## src/rtl/dsp_adder_arbiter_pkg.sv

```systemverilog
// Shared definitions for the DSP adder arbiter: FSM state encodings and id sizing.
// Optional subtract support is enabled by defining DSP_ADDER_ARB_SUB_EN.
package dsp_adder_arbiter_pkg;

  localparam int NREQ_MAX = 8;
  localparam int ID_W     = $clog2(NREQ_MAX);

  typedef enum logic [1:0] {
    ST_IDLE = 2'd0,
    ST_EXEC = 2'd1,
    ST_DONE = 2'd2
  } state_t;

endpackage

```

## src/rtl/dsp_adder_arbiter_adder_dsp.sv

```systemverilog
// 32-bit adder mapped onto a DSP slice; is_sub selects A + ~B + 1.
module adder_dsp (
  input  logic [31:0] a,
  input  logic [31:0] b,
  input  logic        is_sub,
  output logic [31:0] sum
);

  // Carry-out is deliberately dropped: results wrap modulo 2^32.
  assign sum = a + (b ^ {32{is_sub}}) + {31'd0, is_sub};

endmodule

```

## src/rtl/dsp_adder_arbiter_rr_picker.sv

```systemverilog
// Combinational round-robin picker: first valid index strictly after rr_ptr, cyclic.
// Kept standalone so other arbiters can reuse it.
module rr_picker
  import dsp_adder_arbiter_pkg::*;
#(
  parameter int NREQ = 3
) (
  input  logic [NREQ-1:0] req_valid,
  input  logic [ID_W-1:0] rr_ptr,
  output logic [NREQ-1:0] grant_oh,
  output logic [ID_W-1:0] grant_idx,
  output logic            grant_any
);

  // NOTE: combinational logic uses blocking (=) assignments and gives every
  // output a default first, so no latch is inferred on paths that skip a write.
  always_comb begin
    grant_oh  = '0;
    grant_idx = '0;
    grant_any = 1'b0;
    for (int off = 1; off <= NREQ; off++) begin
      if (!grant_any && req_valid[(int'(rr_ptr) + off) % NREQ]) begin
        grant_any                                  = 1'b1;
        grant_oh[(int'(rr_ptr) + off) % NREQ]      = 1'b1;
        grant_idx                                  = ID_W'((int'(rr_ptr) + off) % NREQ);
      end
    end
  end

endmodule

```

## src/rtl/dsp_adder_arbiter.sv

```systemverilog
// Shares one adder_dsp among NREQ requesters with round-robin grants and valid/ready handshakes.
// Define DSP_ADDER_ARB_SUB_EN to honour req_sub; otherwise every op is A+B.
module dsp_adder_arbiter
  import dsp_adder_arbiter_pkg::*;
#(
  parameter int NREQ  = 3,
  parameter int WIDTH = 32
) (
  input  logic                  clk,
  input  logic                  reset,
  input  logic [NREQ-1:0]       req_valid,
  output logic [NREQ-1:0]       req_ready,
  input  logic [NREQ*WIDTH-1:0] req_a,
  input  logic [NREQ*WIDTH-1:0] req_b,
  input  logic [NREQ-1:0]       req_sub,
  output logic [NREQ-1:0]       resp_valid,
  input  logic [NREQ-1:0]       resp_ready,
  output logic [WIDTH-1:0]      resp_data
);

  state_t            r_state, w_state_nxt;
  logic [ID_W-1:0]   r_rr_ptr;
  logic [ID_W-1:0]   r_id;
  logic [WIDTH-1:0]  r_a, r_b;
  logic [WIDTH-1:0]  w_a_sel, w_b_sel;
  logic [WIDTH-1:0]  w_sum;
  logic              w_is_sub;
  logic [NREQ-1:0]   w_grant_oh;
  logic [ID_W-1:0]   w_grant_idx;
  logic              w_grant_any;
  logic [NREQ-1:0]   w_id_oh;
  logic              w_accept;
  logic              w_grant_en;
  logic              w_hs;

  rr_picker #(.NREQ(NREQ)) u_picker (
    .req_valid (req_valid),
    .rr_ptr    (r_rr_ptr),
    .grant_oh  (w_grant_oh),
    .grant_idx (w_grant_idx),
    .grant_any (w_grant_any)
  );

  always_comb begin
    w_id_oh = '0;
    w_a_sel = '0;
    w_b_sel = '0;
    for (int i = 0; i < NREQ; i++) begin
      w_id_oh[i] = (r_id == ID_W'(i));
      if (w_grant_oh[i]) begin
        w_a_sel = req_a[i*WIDTH +: WIDTH];
        w_b_sel = req_b[i*WIDTH +: WIDTH];
      end
    end
  end

  // Only the owner of the pending response can retire it.
  assign w_accept = (r_state == ST_DONE) && |(w_id_oh & resp_ready);

  always_comb begin
    w_state_nxt = r_state;
    w_grant_en  = 1'b0;
    unique case (r_state)
      ST_IDLE: begin
        w_grant_en = 1'b1;
        if (w_grant_any) w_state_nxt = ST_EXEC;
      end
      ST_EXEC: w_state_nxt = ST_DONE;
      ST_DONE: begin
        if (w_accept) begin
          w_grant_en  = 1'b1;
          w_state_nxt = w_grant_any ? ST_EXEC : ST_IDLE;
        end
      end
      default: w_state_nxt = ST_IDLE;
    endcase
  end

  assign w_hs       = w_grant_en & w_grant_any;
  assign req_ready  = w_grant_en ? w_grant_oh : '0;
  assign resp_valid = (r_state == ST_DONE) ? w_id_oh : '0;

  // NOTE: sequential state uses non-blocking (<=) so every register samples
  // pre-edge values regardless of statement order.
  always_ff @(posedge clk) begin
    if (reset) begin
      r_state   <= ST_IDLE;
      r_rr_ptr  <= ID_W'(NREQ - 1);
      r_id      <= '0;
      resp_data <= '0;
    end else begin
      r_state <= w_state_nxt;
      if (w_hs) begin
        r_rr_ptr <= w_grant_idx;
        r_id     <= w_grant_idx;
      end
      if (r_state == ST_EXEC) resp_data <= w_sum;
    end
  end

  // NOTE: operand registers carry no reset; they are only read in EXEC,
  // which is reachable solely through a handshake that loads them.
  always_ff @(posedge clk) begin
    if (w_hs) begin
      r_a <= w_a_sel;
      r_b <= w_b_sel;
    end
  end

`ifdef DSP_ADDER_ARB_SUB_EN
  logic r_sub;
  logic w_sub_sel;

  assign w_sub_sel = |(w_grant_oh & req_sub);

  always_ff @(posedge clk) begin
    if (w_hs) r_sub <= w_sub_sel;
  end

  assign w_is_sub = r_sub;
`else
  logic w_unused_sub;
  assign w_unused_sub = ^req_sub;
  assign w_is_sub     = 1'b0;
`endif

  adder_dsp u_adder (
    .a      (r_a),
    .b      (r_b),
    .is_sub (w_is_sub),
    .sum    (w_sum)
  );

endmodule

```

## config.mk

```make
export PLATFORM = sky130hd
export DESIGN_NAME = dsp_adder_arbiter
export DESIGN_NICKNAME = d
export VERILOG_FILES = /design/src/rtl/dsp_adder_arbiter_pkg.sv /design/src/rtl/dsp_adder_arbiter_adder_dsp.sv /design/src/rtl/dsp_adder_arbiter_rr_picker.sv /design/src/rtl/dsp_adder_arbiter.sv
export SDC_FILE = /design/constraint.sdc
export NUM_CORES = 1
export LEC_CHECK = 0
export ABC_AREA = 1
export CAP_MARGIN = 20
export CORE_MARGIN = 5
export CORE_UTILIZATION = 45
export CTS_BUF_LIST = sky130_fd_sc_hd__clkbuf_4 sky130_fd_sc_hd__clkbuf_8
export DETAILED_ROUTE_END_ITERATION = 10
export PLACE_DENSITY_LB_ADDON = 0.15
export SYNTH_ARGS = -nofsm -noshare
export SYNTH_HDL_FRONTEND = slang
export SYNTH_SLANG_ARGS = --single-unit
```

## constraint.sdc

```tcl
create_clock -name clk -period 5.1 [get_ports clk]
set_clock_uncertainty 0.15 [all_clocks]
set_input_delay 1.53 -clock clk [delete_from_list [all_inputs] [get_ports clk]]
set_output_delay 1.53 -clock clk [all_outputs]
set_load 0.02 [all_outputs]
```

==> results of run 1 <==
-- metal layers --
metal	GRT usage [%]	vias up	part of all wire (%)	routed length (microns)
met4	6.953	0	2.2	513
li1	-	4261	-	-
met2	38.95	218	52	11860
met5	0	-	0	0
met3	3.898	41	5.2	1200
met1	25.60	3710	41	9432
-- cells in the mapped netlist, types with 2 or more instances --
library cell,n
nand3_2,23
a21oi_2,2
a21o_1,7
o211ai_1,6
inv_1,116
buf_2,2
o21ai_1,2
nor2_1,94
nand3b_1,4
buf_6,13
a21oi_1,54
buf_4,6
inv_2,4
edfxtp_1,64
o21bai_1,2
ha_1,53
nand2_4,4
nand3_1,103
or2_2,3
nand4_1,10
xnor2_1,6
xor2_1,16
o21ai_0,52
nand2_1,331
clkbuf_1,10
o21a_1,5
nand2_2,31
nor4_1,5
o221ai_1,3
a31oi_1,3
dfxtp_1,38
nor2_2,3
nor3_1,9
and2_1,2
-- layout make-up --
cell class	instances	area share, %
Clock buffer	12	1.239
Clock inverter	4	0.4129
Inverter	121	3.906
Multi-Input combinational cell	845	42.14
Sequential cell	102	22.77
Tap cell	225	2.382
Timing Repair Buffer	341	27.14
-- timing repair --
item,CTS,global route
cloned,1,0
hold buffers,0,0
pin swaps,33,47
buffers inserted,23,10
setup endpoints to repair,3,71
resized for setup,80,71
-- through the flow --
stage	hold slack (ns)	area, sq um
3_3_place_gp	0.3013	10890
5_1_grt	0.3560	11820
4_1_cts	0.3269	11500
2_1_floorplan	0.2838	7921
3_5_place_dp	0.3094	10890
6_report	0.3292	11820
-- how the worst max path moves through the flow --
stage,end
after global placement,req_ready[2]
final,req_ready[2]
after floorplan,req_ready[1]
after CTS,req_ready[2]
after detailed placement,req_ready[2]
after global routing,req_ready[2]
-- kinds of logic (layout without fill, tap and decap cells) --
family,after synthesis,in the layout
compound gates,143,143
xor+xnor,22,22
fa+ha+maj,54,54
buf+inv,152,478
flops,102,102
simple gates,625,626
-- flip-flops by register name, summed over array words and instances (netlist names) --
name	count
r_rr_ptr	3
r_a	32
r_state	2
resp_data	32
r_id	1
r_b	32
-- worst max-delay path: stages, from the launching register on --
cell	delay [ns]
dfxtp_2	0.36
buf_6	0.12
buf_6	0.11
ha_4	0.15
nand2_4	0.05
nand2_4	0.07
nor2_4	0.05
ha_4	0.17
ha_4	0.15
inv_2	0.05
nand2_2	0.05
inv_2	0.07
nand2_2	0.05
nand2_1	0.05
nand2_1	0.06
ha_2	0.19
inv_2	0.10
nand3_4	0.13
o21ai_4	0.24
inv_2	0.07
nand2_2	0.07
nand2_2	0.08
nor2_4	0.19
nand3_2	0.10
a21oi_2	0.15
buf_6	0.13
==> metrics.txt, run 1 <==
final core area utilization 68.33%; Post-synth top flop edfxtp_1; Port Buffers approximately 240; # DRC 0; clock latency at the later pin of the worst-skew pair 0.38 ns; total CTS buffers 9; die area 20330 sq um; setup_tns 0 ns; WL/cell between 10 and 15 microns; final setup margin 0.01317 ns; min cycle time layout 5.087 ns; top cells by area, synth edfxtp_1 (24%), nand2_1 (16%), dfxtp_1 (9.6%); register area share after synthesis about a third; Worst Max-Slew Pin Slew 0.7165 ns; synth unique cells 46; Post-synth EDFFs 64; fin crit share about 100%; largest net degree at the start of global routing 65; mean number of vias per cell 4.988; Mapped Area about 7900 sq um; post-synthesis compound-gate area fraction 10.38%; Max-cap violations 0; first-pass GRT wire length 35.87 mm; area occupied by multi-input gates 4981 sq um; most frequent cells in the layout nand2_1 (304), clkdlybuf4s50_1 (234), inv_1 (100); Non-Filler Instances 1650; worst hold path depth 1; Final Hold Viols 0; routed wire length 23.01 mm; Final Max Slew Viols 0; slew margin rel. 52.24%; share of cells above drive strength 1 about a fifth; io pins around 240; First-pass DRT Iterations 5; initial core utilization between 40% and 50%; syn nets 1355; Hold Path Class reg -> reg; r2r setup slk 0.13 ns; gr ovfl total 0; # nets final 1677; synth warn 0; final setup violating endpoints 0; total track usage 21.48%; mux share of post-synthesis cell area 0%; CORE AREA 17300 sq um; Synth top area share 24.30%; antenna fix cells 0; CTS Sinks between 100 and 150; Initial DRC Count 439; WP data arrival 3.41 ns; startpoint types flop; reg2reg end r_a[12]; Antenna Nets Post-Route 0; via count 8230; HP Start r_state[1]; pre-CTS setup slack -0.3884 ns; CTS clock-pin slew for the worst setup and hold paths about 0.10 ns; die height 142.6 microns; vias in the first global route 7857; Max Freq between 150 and 200 MHz; TritonCTS clock tree yes; adder-cell area share of the yosys netlist 8.637%; largest family of logic cells by synthesized area simple AND/OR/NAND/NOR gates; async set or reset register ratio after synthesis 0%; Synth Area in Simple Gates 35.87%; reg2reg start r_rr_ptr[2]; leading area contributor after synthesis edfxtp_1; endpoint class of the critical path output port; kind of critical path reg -> out; Cell Rows 48; RSZ-0062 raised after global routing yes; H-tree Lvls 3; Avg Cell Area, Syn 7.204 sq um; worst reg2reg path depth 36; status complete, no violations; Post-Place Cells 1601; hold path endpoint r_state[1]; Fillers 1442; GPL Wtd Cong ~0.89; DIE WIDTH 142.6 microns; clk root buf clkbuf_8; initial antenna violation count 0; FF/Latch Area approximately 2700 sq um; commonest non-fill, non-tap cell in the layout nand2_1; crit path max fanout 5; synthesized flop and latch total 102; Synth Area in XOR/XNOR 2.436%; Post-Synthesis Cells around 1100; Synth-to-Final Area Change 49.41%; CP startpoint r_rr_ptr[2]; CTS Buffer Depth 2; Critical Path RT 3.42 ns; placed wire-length estimate 17.39 mm
Power of run 1 is not shown: default switching activity piles up to over one toggle a cycle in this logic, so the estimate is an artifact.
==> run 2, diff against run 1 <==
--- a/config.mk
+++ b/config.mk
@@ -6,9 +6,8 @@
 export NUM_CORES = 1
 export LEC_CHECK = 0
 export ABC_AREA = 1
-export CAP_MARGIN = 20
 export CORE_MARGIN = 5
-export CORE_UTILIZATION = 45
+export CORE_UTILIZATION = 53
 export CTS_BUF_LIST = sky130_fd_sc_hd__clkbuf_4 sky130_fd_sc_hd__clkbuf_8
 export DETAILED_ROUTE_END_ITERATION = 10
 export PLACE_DENSITY_LB_ADDON = 0.15
==> constraint.sdc (replaced) <==
create_clock -name clk -period 6 [get_ports clk]
set_clock_uncertainty 0.15 [all_clocks]
set_input_delay 1.8 -clock clk [delete_from_list [all_inputs] [get_ports clk]]
set_output_delay 1.8 -clock clk [all_outputs]
set_load 0.02 [all_outputs]
==> run 2 against run 1 <==
Critical path depth rose by 2. Cell count decreased by 6.7%. First-iteration DRC count grew 14%. Clock-buffer cell count decreased by 1. Global-route usage is 2.0 points higher. Setup slack better by 0.36 ns. Critical path type unchanged. Via count decreased by 3.9%. Final area shrank 9.1%. Sequential cell count is the same. Worst hold slack worse by 0.0071 ns.
==> metrics.txt, run 2 (synthesized netlist as in run 1, its figures left out) <==
antenna fix cells 0 (unchanged); total CTS buffers 9 (unchanged); clk root buf clkbuf_8 (unchanged); slew margin rel. 51.62% (was 52.24%); CP startpoint r_rr_ptr[2] (unchanged); fin crit share between 90% and 100%; Final Max Slew Viols 0 (unchanged); Final Hold Viols 0 (unchanged); Worst path slowest cell dfxtp_1 (was dfxtp_2); share of cells above drive strength 1 10.25% (was 20.07%); io pins 241 (unchanged); Non-Filler Instances 1540 (was 1650); r2r setup slk 1.66 ns (was 0.13 ns); # nets final 1608 (was 1677); startpoint types flop (unchanged); vias in the first global route 7520 (was 7857); CP peak stage delay 0.35 ns (was 0.36 ns); crit path max fanout 8 (was 5); clock latency at the later pin of the worst-skew pair 0.37 ns (was 0.38 ns); DR WL met2 10.57 mm (was 11.86 mm); WP data arrival 3.67 ns (was 3.41 ns); area occupied by multi-input gates 4553 sq um (was 4981 sq um); most frequent cells in the layout nand2_1 (330), clkdlybuf4s50_1 (234), inv_1 (114) (was nand2_1 (304), clkdlybuf4s50_1 (234), inv_1 (100)); Critical Path RT 4.05 ns (was 3.42 ns); CP bufs+invs 10 (was 7); First-pass DRT Iterations 5 (unchanged); reg2reg start r_rr_ptr[2] (unchanged); highest routing layer actually used met4 (unchanged); Met1 Wirelength 8.638 mm (was 9.432 mm); Fillers 1164 (was 1442); GPL Wtd Cong 0.9299 (was 0.8855); total track usage 23.44% (was 21.48%); HP Start r_state[1] (unchanged); first-pass GRT wire length 34.33 mm (was 35.87 mm); Cell Rows 44 (was 48); met3 wire len 1.318 mm (was 1.200 mm); final setup violating endpoints 0 (unchanged); Crit path max-delay family simple AND/OR/NAND/NOR gates (unchanged); Max-cap violations 0 (unchanged); Regs by FF count r_a (32), r_b (32), resp_data (32) (unchanged); largest net degree at the start of global routing 65 (unchanged); endpoint class of the critical path output port (unchanged); gr ovfl total 0 (unchanged); via count 7908 (was 8230); commonest non-fill, non-tap cell in the layout nand2_1 (unchanged); placed wire-length estimate 16.85 mm (was 17.39 mm); H-tree Lvls 3 (unchanged); Antenna Nets Post-Route 0 (unchanged); # DRC 0 (unchanged); initial antenna violation count 0 (unchanged); mean number of vias per cell 5.135 (was 4.988); FF/Latch Area 2685 sq um (was 2691 sq um); Synth-to-Final Area Change 35.86% (was 49.41%); Hold Path Class reg -> reg (unchanged); TritonCTS clock tree yes (unchanged); CTS Buffer Depth 2 (unchanged); CORE AREA 14590 sq um (was 17300 sq um); Port Buffers 237 (unchanged); kind of critical path reg -> out (unchanged); initial core utilization 54.22% (was 45.73%); hold_buf cts 0 (unchanged); Post-Place Cells 1523 (was 1601); min cycle time layout 5.624 ns; WL/cell 13.56 microns (was 13.94 microns); routed wire length 20.89 mm (was 23.01 mm); die height 132.2 microns (was 142.6 microns); status complete, no violations (unchanged); die area 17470 sq um (was 20330 sq um); CTS clock-pin slew for the worst setup and hold paths 0.10 ns (about the same); Worst Max-Slew Pin Slew 0.7256 ns (was 0.7165 ns); Max Freq 177.8 MHz; CP most frequent cell nand2_1; CTS Sinks 102 (unchanged); Initial DRC Count 501 (was 439); DIE WIDTH 132.2 microns (was 142.6 microns)
-- run 2: cell types whose count changed in the layout (fill, tap and decap cells not counted), sizes merged --
cell / before / now
clkbuf: 12 / 14
inv: 121 / 124
clkinvlp: 1 / 0
nand3: 128 / 127
bufinv: 1 / 0
buf: 107 / 36
-- run 2: layer usage --
| layer | up-vias | global-route usage, % |
|---|---|---|
| met1 | 3556 | 27.56 |
| met3 | 20 | 5.649 |
| met4 | 0 | 6.114 |
| met5 | - | 0 |
| li1 | 4118 | - |
| met2 | 214 | 42.59 |
-- run 2: repair_timing --
action,in CTS,in global routing
buffers inserted,0,1
setup endpoints to repair,3,3
pin swaps,0,2
resized for setup,4,14
-- run 2: final cells by class --
cell class	count	area share [%]
multi-input combinational	844	42.37
sequential	102	24.99
timing repair buffer	273	24.60
inverter	121	4.226
tap	184	2.142
clock buffer	11	1.292
clock inverter	5	0.3842
-- run 2: final timing paths --
kind / to / depth (start not counted)
worst max register to register: r_b[14] / 27
worst min register to register: r_state[1] / 1
worst max-delay path: req_ready[2] / 27
worst min-delay path: r_state[1] / 1
-- run 2: per-stage QoR --
| step | hold slack (ns) | cell area (sq um) | setup WS (ns) | setup TNS (ns) | utilization, % |
|---|---|---|---|---|---|
| after floorplan | 0.2836 | 7910 | 0.5578 | 0 | - |
| after global placement | 0.3005 | 10550 | 0.1702 | 0 | 72.31 |
| after detailed placement | 0.3105 | 10550 | 0.1581 | 0 | 72.31 |
| after CTS | 0.3224 | 10730 | 0.03175 | 0 | 73.52 |
| after global routing | 0.3610 | 10750 | -0.02304 | -0.02304 | 73.66 |
| final | 0.3221 | 10750 | 0.3755 | 0 | 73.66 |
Power of run 2 is left out for the same reason.
